[src/rtl/if_id_stage.sv]
// Fetch stage and IF/ID pipeline register: owns the PC, drives instruction memory,
// and latches the fetched word/PC for decode, with flush, load-use stall and halt.
module if_id_stage #(
    parameter int                          PC_WIDTH        = 16,
    parameter int                          INSTR_WIDTH     = 16,
    parameter logic [PC_WIDTH-1:0]         RESET_PC        = '0,
    parameter logic [INSTR_WIDTH-1:0]      NOP_INSTR       = '0,
    parameter int                          STALL_CNT_WIDTH = 16
) (
    input  logic                       clk,
    input  logic                       rst,
    input  logic                       hazard,
    input  logic                       branch_taken,
    input  logic [PC_WIDTH-1:0]        branch_target,
    input  logic                       halt_req,
    output logic [PC_WIDTH-1:0]        imem_addr,
    input  logic [INSTR_WIDTH-1:0]     imem_data,
    output logic [INSTR_WIDTH-1:0]     instr_ID,
    output logic [PC_WIDTH-1:0]        pc_ID,
    output logic [PC_WIDTH-1:0]        pc_plus1_ID,
    output logic                       valid_ID,
    output logic                       halted,
    output logic [STALL_CNT_WIDTH-1:0] stall_cycles
);

    typedef enum logic [0:0] {
        ST_RUN    = 1'b0,
        ST_HALTED = 1'b1
    } state_t;

    localparam logic [PC_WIDTH-1:0]        PC_ONE    = {{(PC_WIDTH-1){1'b0}}, 1'b1};
    localparam logic [STALL_CNT_WIDTH-1:0] STALL_ONE = {{(STALL_CNT_WIDTH-1){1'b0}}, 1'b1};
    localparam logic [STALL_CNT_WIDTH-1:0] STALL_MAX = {STALL_CNT_WIDTH{1'b1}};

    state_t                     state_r;
    state_t                     state_nxt_s;
    logic                       run_s;
    logic                       halt_take_s;
    logic                       stall_take_s;
    logic [PC_WIDTH-1:0]        pc_r;
    logic [INSTR_WIDTH-1:0]     instr_r;
    logic [PC_WIDTH-1:0]        pc_id_r;
    logic                       valid_r;
    logic                       halted_r;
    logic [STALL_CNT_WIDTH-1:0] stall_r;

    // A taken branch squashes the ID instruction, so it outranks halt and stall.
    assign halt_take_s  = run_s & ~branch_taken & halt_req & valid_r;
    assign stall_take_s = run_s & ~branch_taken & ~(halt_req & valid_r) & hazard & valid_r;

    // FSM state register
    always_ff @(posedge clk or posedge rst) begin
        if (rst) begin
            state_r <= ST_RUN;
        end else begin
            state_r <= state_nxt_s;
        end
    end

    // FSM next-state logic; HALTED is left only through reset
    always_comb begin
        state_nxt_s = state_r;
        case (state_r)
            ST_RUN: begin
                if (halt_take_s) begin
                    state_nxt_s = ST_HALTED;
                end else begin
                    state_nxt_s = ST_RUN;
                end
            end
            ST_HALTED: state_nxt_s = ST_HALTED;
            default:   state_nxt_s = ST_RUN;
        endcase
    end

    // FSM output decode
    always_comb begin
        run_s = 1'b0;
        case (state_r)
            ST_RUN:    run_s = 1'b1;
            ST_HALTED: run_s = 1'b0;
            default:   run_s = 1'b0;
        endcase
    end

    // PC, IF/ID register, halt flag and stall counter
    always_ff @(posedge clk or posedge rst) begin
        if (rst) begin
            pc_r     <= RESET_PC;
            instr_r  <= NOP_INSTR;
            pc_id_r  <= '0;
            valid_r  <= 1'b0;
            halted_r <= 1'b0;
            stall_r  <= '0;
        end else if (!run_s) begin
            halted_r <= 1'b1;
            valid_r  <= 1'b0;
        end else if (branch_taken) begin
            pc_r    <= branch_target;
            instr_r <= NOP_INSTR;
            valid_r <= 1'b0;
        end else if (halt_take_s) begin
            instr_r  <= NOP_INSTR;
            valid_r  <= 1'b0;
            halted_r <= 1'b1;
        end else if (stall_take_s) begin
            if (stall_r != STALL_MAX) begin
                stall_r <= stall_r + STALL_ONE;
            end else begin
                stall_r <= stall_r;
            end
        end else begin
            instr_r <= imem_data;
            pc_id_r <= pc_r;
            valid_r <= 1'b1;
            pc_r    <= pc_r + PC_ONE;
        end
    end

    assign imem_addr    = pc_r;
    assign instr_ID     = instr_r;
    assign pc_ID        = pc_id_r;
    assign pc_plus1_ID  = pc_id_r + PC_ONE;
    assign valid_ID     = valid_r;
    assign halted       = halted_r;
    assign stall_cycles = stall_r;

endmodule

[config.mk]
export PLATFORM = sky130hd
export DESIGN_NAME = if_id_stage
export DESIGN_NICKNAME = d
export VERILOG_FILES = /design/src/rtl/if_id_stage.sv
export SDC_FILE = /design/constraint.sdc
export NUM_CORES = 1
export LEC_CHECK = 0
export BUFFER_PORTS_ARGS = -buffer_cell sky130_fd_sc_hd__buf_4
export CAP_MARGIN = 0
export CORE_MARGIN = 8
export CORE_UTILIZATION = 50
export CTS_CLUSTER_DIAMETER = 120
export DETAILED_ROUTE_END_ITERATION = 10
export GPL_TIMING_DRIVEN = 0
export PLACE_DENSITY = 0.8
export SYNTH_ARGS = -nofsm -noshare
export SYNTH_HDL_FRONTEND = slang
export SYNTH_SLANG_ARGS = --single-unit
[constraint.sdc]
create_clock -name clk -period 2.2 [get_ports clk]
set_clock_uncertainty 0.15 [all_clocks]
set_input_delay 0.11 -clock clk [delete_from_list [all_inputs] [get_ports clk]]
set_output_delay 0.11 -clock clk [all_outputs]
set_load 0.05 [all_outputs]
; ---- Yosys cells after proc, flatten, opt, wreduce, memory -nomap -nowiden
; Cells that the tools add are included.
[totals]
regBits = 67
word_cells = 50
in_bits = 37
[classes]
n_eq_ne = 7
n_reduce_logical = 5
addsub = 3
n_bitwise = 12
muxes = 16
[op_table]
columns = cell, count
row1 = $mux 16, 6
row2 = $add 16x1->16 const B, 3
row3 = $ne 16x16->1 const B, 1
row4 = $mux 1, 8
row5 = $and 1x1->1, 7
row6 = $ne 2x2->1 const B, 3
row7 = $not 1->1, 5
row8 = $reduce_and 5->1, 1
row9 = $ne 4x4->1 const B, 1
row10 = $pmux 1 s2, 2
row11 = $reduce_and 2->1, 2
row12 = $reduce_and 4->1, 1
row13 = $ne 3x3->1 const B, 1
row14 = $reduce_and 3->1, 1
row15 = $ne 2x1->1 const B, 1

; ---- Logic depth before layout (Yosys ltp)
; Gate-level depths: netlist of the first run.
[depth]
ltp_word = 10
depth_mapped = 7
ltp_nobuf = 5

; ---- Least setup slack after synthesis of the first run
; Ideal clock, no wire load.
[synth_timing]
path_type = register to output
startpoint = register pc_id_r[7] (netlist: pc_ID[7])
endpoint = output pc_plus1_ID[13]
t_arrival_ps = 2369
required_time_ps = 1940
slack_ps = -429
stages_incl_launch_ff = 5
path_cell_list = dfrtp_1 nand4_1 nor4_1 nand3_1 xnor2_1
[synth_between]
elab_chain_len = 1
[synth_lines]
columns = element, line
row1 = start: declaration, 42  ; logic [PC_WIDTH-1:0] pc_id_r;
row2 = start signal: assignment, 114  ; pc_id_r <= pc_r;
row3 = $add 16x1->16, 123  ; assign pc_plus1_ID = pc_id_r + PC_ONE;
row4 = end: declaration, 20  ; output logic [PC_WIDTH-1:0] pc_plus1_ID,
; No other way between the ends.

; ---- Worst setup path after layout of the first run
[layout_timing]
startpoint = register pc_id_r[4] (netlist: pc_ID[4])
endpoint = output pc_plus1_ID[9]
; Same word-level chain as after synthesis.

==> summary.txt, run 1 <==
Logic synthesis
  – Synthesized cell area: around 3400 sq um
  – Compound-Gate Fraction of Synth Area: between 10 and 15%
  – Post-Synth XOR/XNOR Area: roughly 7%
  – Largest family of logic cells by synthesized area: simple AND/OR/NAND/NOR gates
  – Syn Inst Count: approximately 320
  – Simple-Gate Fraction of Synth Area: 18.4%
  – Post-synth EDFFs: 0
  – Synth Register Bits: 67
  – Proportion of synthesized area in mux cells: approximately 6.3%
  – Synth Area in Adders: 1.12%
  – Post-Syn Area per Cell: 10.7 sq um
  – Synth cell types: ~50
  – Register area share after synthesis: 49.8%
  – Syn_nets: around 360
  – Synth Flop Type: dfrtp_1
  – Total number of yosys warnings: 0
  – Ys async rst share: 100%

Clock tree
  – Reg clk slew, reported paths: 0.07 ns
  – Max Root-Sink Buffers: 2
  – Root buffer cell: clkbuf_8
  – H-tree depth: 3
  – TritonCTS buffer count: 9
  – CTS sink count: 67
  – Skew-Pair Late Insertion Delay: about 0.34 ns
  – CTS tree: done

Critical path
  – Critical path data arrival time: about 1.9 ns
  – Nature of the critical path startpoint: flip-flop
  – Reg2reg start: imem_addr[0]
  – FF-to-FF setup slack: between 0.1 and 0.15 ns
  – Critical Path Fanout Max: 5
  – CP Capture Type: output port
  – Critical path type: reg -> out
  – Crit path required time: 1.94 ns
  – Crit path from: pc_ID[4]

Floorplan
  – Starting Density: between 50% and 60%
  – Core Area: ~6600 sq um
  – I/O Pins: approximately 120
  – Full die area: 9610 sq um
  – Rows: 30
  – Die H: 98.0 um
  – Die W: 98.0 um

Pwr
  – Leakage: around 2.4 nW
  – PD cells: between 1500 and 2000 nW/um^2
  – Worst vdd ir: between 0.7 and 0.8 mV

STA
  – RSZ-0062 raised after global routing: yes
  – Setup ws final: 0.0264 ns
  – F_max: 460 MHz
  – Slew @ Worst Pin: 0.606 ns
  – Crit share post-route: between 90 and 100%
  – Final Hold Vio Count: 0
  – Pins Over Slew Limit: 0
  – Slew margin rel.: between 50% and 60%
  – Final setup fails: 0
  – Min Tclk post-route: 2.17 ns

Routing
  – WL/cell: approximately 18 um
  – Vias per cell: around 5.7
  – Post-route antenna net violation count: 0
  – DRT Pass-1 Iters: 4
  – Vias after detailed routing: around 3300
  – Drt total wl: 10600 um
  – Drt drc: 0
  – 1st-iter DRT viols: roughly 130

Cells and area
  – Multi-input gate area: between 1500 and 2000 sq um
  – Post-route insts no fill: approximately 570
  – Net count, final: roughly 530
  – Area grow syn2layout: 54.2%
  – Layout cells sized above 1: 41.9%
  – Ant. Diodes: 0
  – Total area of sequential cells: between 1500 and 2000 sq um
  – FILL cells: between 400 and 500

Placement
  – Placed wire-length estimate: approximately 7300 um
  – Placed Instances: 515
  – Gpl congestion: approximately 0.9
  – Pre-CTS setup slack: -0.0695 ns
  – IO buf count: approximately 120

Flow run
  – Number of max-cap violations: 0

Hold path
  – Hold Path Class: in -> reg
  – Hold path start: branch_target[13]

Global routing
  – Initial antenna violation count: 0
  – Vias in the first global route: 3246
  – Total grt overflow: 0
  – First-pass GRT wire length: about 17000 um
  – All-layer global routing usage: 21.3%
  – Pin count of the biggest net entering global routing: 43

Outcome
  – Outcome: complete, no violations
==> cells in the final DEF (no fill, tap or decap), types with 4 or more instances in the layout <==
master / count
dlygate4sd3_1: 31
inv_1: 8
nand2_1: 14
a21oi_1: 17
dfrtp_2: 12
and3_1: 6
o21ai_0: 16
or3_1: 5
xnor2_2: 4
clkbuf_1: 8
dfrtp_1: 55
xor2_1: 9
nor3_1: 6
buf_6: 4
a22o_1: 17
nor3b_1: 4
nor4_1: 6
mux2_2: 14
xnor2_1: 9
clkbuf_8: 11
nor2_1: 9
nand4_1: 12
nand3_1: 19
buf_4: 127
==> stage by stage <==
step	util [%]	TNS, ns	total power, W	hold WS, ns	cell area (sq um)
after floorplan	-	-0.345	0.00515	0.0815	3470
after CTS	76.1	0	0.00781	0.0515	5060
after detailed placement	67.4	-0.0695	0.00654	0.0646	4480
after global routing	78.1	-0.344	0.00830	0.0878	5190
final	78.1	0	0.00797	0.0625	5190
after global placement	67.1	-37.06	0.00647	0.183	4460
==> report_power, final <==
part	leakage [nW]	switching [W]	total [W]	internal, W
Clock	0.112	0.000482	0.00119	0.000704
Sequential	0.820	0.000664	0.00233	0.00167
Combinational	1.46	0.00298	0.00446	0.00148
Total	2.39	0.00412	0.00797	0.00385
==> cell families after synthesis <==
group / after synthesis
compound gates: 72
xor+xnor: 27
fa+ha+maj: 3
buf+inv: 22
flops: 67
mux: 18
simple gates: 107
==> what timing repair did <==
item | CTS | global route
hold buffers | 31 | 0
pin swaps | 1 | 8
resized for setup | 5 | 14
setup endpoints to repair | 4 | 26
endpoints found under the hold margin | 57 | 0
buffers inserted | 1 | 9
==> worst paths after layout <==
check                            endpoint  cells after the start
max in group asynchronous       pc_ID[10]                      4
max reg2reg                 imem_addr[15]                      4
min                         imem_addr[13]                      4
max                        pc_plus1_ID[9]                      5
min reg2reg                        halted                      1
min in group asynchronous     instr_ID[3]                      3
==> metal layers <==
metal  share of wire (%)  vias to the layer above  global-route usage, %
li1                    -                     1521                      -
met1                  40                     1579                   25.2
met2                  49                      150                   34.8
met3                 7.9                       22                   5.90
met4                 2.7                        0                   10.2
met5                   0                        -                      0
==> flip-flops by register name, summed over array words and instances, names as in the netlist <==
register / flops
pc_ID: 16
imem_addr: 16
halted: 1
valid_ID: 1
state_r: 1
instr_ID: 16
stall_cycles: 16
==> worst max-delay path, stage by stage, from the launching register on <==
cell and delay, ns:
dfrtp_1 0.48, nand2_1 0.16, or2_2 0.37, nor3_2 0.22, xor2_2 0.14, buf_4 0.21
==> layout make-up <==
class                           count  area share (%)
Clock inverter                      5            1.62
Sequential cell                    67            32.6
Tap cell                           80            1.93
Inverter                            9           0.651
Clock buffer                       11            2.92
Multi-Input combinational cell    227            33.9
Timing Repair Buffer              160            25.0
Buffer                             13            1.37
==> Yosys cell counts, types with 2 or more instances <==
cell type / number / area (sq um)
a2111oi_0: 2 / 17.5
a211oi_1: 2 / 15.0
a21o_1: 2 / 15.0
a21oi_1: 18 / 90.1
a22o_1: 17 / 149
and2_1: 3 / 18.8
and3_1: 6 / 37.5
and4_1: 3 / 26.3
buf_2: 2 / 10.0
buf_6: 2 / 22.5
clkbuf_1: 8 / 30.0
dfrtp_1: 67 / 1680
ha_1: 3 / 37.5
inv_1: 9 / 33.8
mux2_2: 14 / 158
mux2_4: 3 / 45.0
nand2_1: 15 / 56.3
nand3_1: 20 / 100
nand4_1: 12 / 75.1
nor2_1: 10 / 37.5
nor3_1: 8 / 40.0
nor3b_1: 4 / 30.0
nor4_1: 9 / 56.3
o211ai_1: 2 / 15.0
o21ai_0: 16 / 80.1
o22ai_1: 2 / 12.5
o311ai_0: 2 / 17.5
o31ai_1: 3 / 22.5
or2_2: 3 / 18.8
or3_1: 5 / 31.3
xnor2_1: 15 / 131
xor2_1: 12 / 105
No activity file was read; power rests on OpenSTA's default activity.
==> run 2: changes to the inputs <==
CORE_UTILIZATION = 52   (was 50)
CTS_BUF_LIST = sky130_fd_sc_hd__clkbuf_8   (was default)
PLACE_DENSITY = 0.83   (was 0.8)
==> run 2 against run 1 <==
Die area fell by 3.2%. Sequential share of layout area grew 0.49 points. Sequential power is essentially flat. Non-clock buffer count is 1 lower. Utilization up 2.9 points. Sequential cell count stayed put. Via count did not move.
==> summary.txt, run 2 (synthesis results as in run 1) <==
STA
  – F_max: 462 MHz
  – Min Tclk post-route: roughly 2.2 ns
  – RSZ-0062 raised after global routing: yes
  – Slew @ Worst Pin: between 0.7 and 0.8 ns
  – Fin Setup TNS: 0 ns
  – Crit share post-route: 98.3%
  – Final Hold Vio Count: 0
  – Slew margin rel.: roughly 50%
  – Final setup fails: 0
  – Pins Over Slew Limit: 0

Floorplan
  – I/O Pins: 119
  – Starting Density: 53.3%
  – Die W: 96.5 um
  – Full die area: around 9300 sq um
  – Die H: approximately 96 um
  – Core Area: between 6000 and 7000 sq um
  – Rows: 29

Cells and area
  – Most frequent cells in the layout: buf_4, dfrtp_1, dlygate4sd3_1, nand3_1
  – Area grow syn2layout: 51.9%
  – Final Cell Area: approximately 5100 sq um
  – Net count, final: 526
  – FILL cells: between 300 and 400
  – Layout cells sized above 1: about two fifths
  – Ant. Diodes: 0
  – Multi-input gate area: about 1800 sq um
  – Commonest non-fill, non-tap cell in the layout: buf_4
  – Total area of sequential cells: 1690 sq um
  – Post-route insts no fill: 568

Global routing
  – All-layer global routing usage: between 20 and 25%
  – Busiest layer in global routing: met2
  – First-pass GRT wire length: 16300 um
  – Initial antenna violation count: 0
  – Pin count of the biggest net entering global routing: 36
  – M2 GR Usage: 38.4%
  – Total grt overflow: 0
  – Met3 GRT Util: 5.26%
  – Vias in the first global route: around 3300
  – Met1 GRT Util: a little over a quarter

Clock tree
  – Skew-Pair Late Insertion Delay: 0.34 ns
  – TritonCTS buffer count: 9
  – CTS sink count: 67
  – CTS tree: done
  – Reg clk slew, reported paths: about 0.07 ns
  – H-tree depth: 3
  – Max Root-Sink Buffers: 2
  – Root buffer cell: clkbuf_8

Routing
  – DRT Pass-1 Iters: 4
  – Drt drc: 0
  – Vias per cell: 5.76
  – Drt total wl: about 11000 um
  – WL/cell: approximately 19 um
  – 1st-iter DRT viols: ~230
  – Vias after detailed routing: between 3000 and 4000
  – Post-route antenna net violation count: 0

Critical path
  – Critical path data arrival time: about 1.9 ns
  – Crit path largest cell delay: around 0.44 ns
  – Crit path cell chain: nand3_1 > or2_2 > nor2_1 > xor2_2 > buf_4
  – Critical Path Fanout Max: 5
  – Nature of the critical path startpoint: flip-flop
  – Critical path type: reg -> out
  – Crit path required time: a little under 2 ns
  – Slowest-stage cell, CP: dfrtp_2
  – CP Capture Type: output port

Pwr
  – Switching part of the total power: a little over half
  – Clk pwr share: roughly an eighth
  – PD cells: roughly 1500 nW/um^2
  – Worst vdd ir: roughly 1.7 mV
  – Comb power frac: 57.6%
  – Leakage: ~2.4 nW
  – Seq pwr share: between 30% and 40%
  – Sw Pwr: approximately 0.0041 W
  – Pint: roughly 0.0036 W

Placement
  – Placed Instances: slightly above 500
  – Placed wire-length estimate: 7380 um
  – IO buf count: ~120
  – Gpl congestion: 0.894
  – Dpl cell area: around 4500 sq um

Hold path
  – Hold Path Class: in -> reg

Outcome
  – Outcome: complete, no violations

Flow run
  – Number of max-cap violations: 0
run 2: cell types whose count changed in the layout (fill, tap and decap cells not counted), sizes merged:
cell / change
bufinv: -2
clkinv: +3
clkinvlp: +1
clkbuf: -3
run 2: path summary, 6_finish.rpt:
check | cells past startpoint | endpoint | startpoint | slack (ns)
setup / recovery | 5 | pc_plus1_ID[7] | pc_ID[1] | 0.04
hold / removal | 4 | imem_addr[13] | branch_target[13] | 0.08
setup reg to reg | 5 | imem_addr[10] | imem_addr[1] | 0.11
hold reg to reg | 1 | halted | halted | 0.34
max in group asynchronous | 4 | pc_ID[10] | rst | 0.93
min in group asynchronous | 3 | instr_ID[0] | rst | 0.32
run 2: metal layers:
layer,wire length [um],up-vias
met2,5650,122
met1,4150,1613
li1,-,1524
met5,0,-
met3,747,13
met4,142,0
run 2: area by class of cell:
| class | count | share of cell area [%] |
|---|---|---|
| well taps | 77 | 1.88 |
| flip-flops and latches | 67 | 33.1 |
| inverters | 9 | 0.661 |
| plain buffers | 13 | 1.35 |
| repair buffers | 159 | 25.3 |
| clock buffers | 9 | 2.42 |
| clock inverters | 7 | 1.05 |
| multi-input cells | 227 | 34.2 |
run 2: stage by stage:
stage	power (W)	hold WS (ns)	util, %	setup slack, ns
6_report	0.00769	0.0776	81.0	0.0374
5_1_grt	0.00803	0.126	81.0	-0.0609
4_1_cts	0.00752	0.0495	79.3	0.0143
3_5_place_dp	0.00654	0.149	70.8	-0.0605
3_3_place_gp	0.00644	0.183	70.5	-0.716
2_1_floorplan	0.00515	0.0815	-	-0.172
run 2: power by group through the flow:
stage	sequential (W)	combinational (W)	clock (W)
after floorplan	0.00363	0.00152	0
after global placement	0.00230	0.00414	0
after detailed placement	0.00234	0.00420	0
after CTS	0.00232	0.00428	0.000925
after global routing	0.00243	0.00463	0.000976
final	0.00236	0.00443	0.000902
run 2: worst max-delay path, delay by kind of cell, from the launching register on:
| family | cells | cell delay [ns] |
|---|---|---|
| xor+xnor | 1 | 0.16 |
| buf+inv | 1 | 0.21 |
| flops | 1 | 0.44 |
| simple gates | 3 | 0.75 |
run 2: what timing repair did:
item                                    4_1_cts  5_1_grt
gates resized for setup                       6       12
endpoints found under the setup margin        6       34
pin swaps                                     1        6
hold buffers                                 31        0
endpoints found under the hold margin        66        0
setup buffers                                 1        8
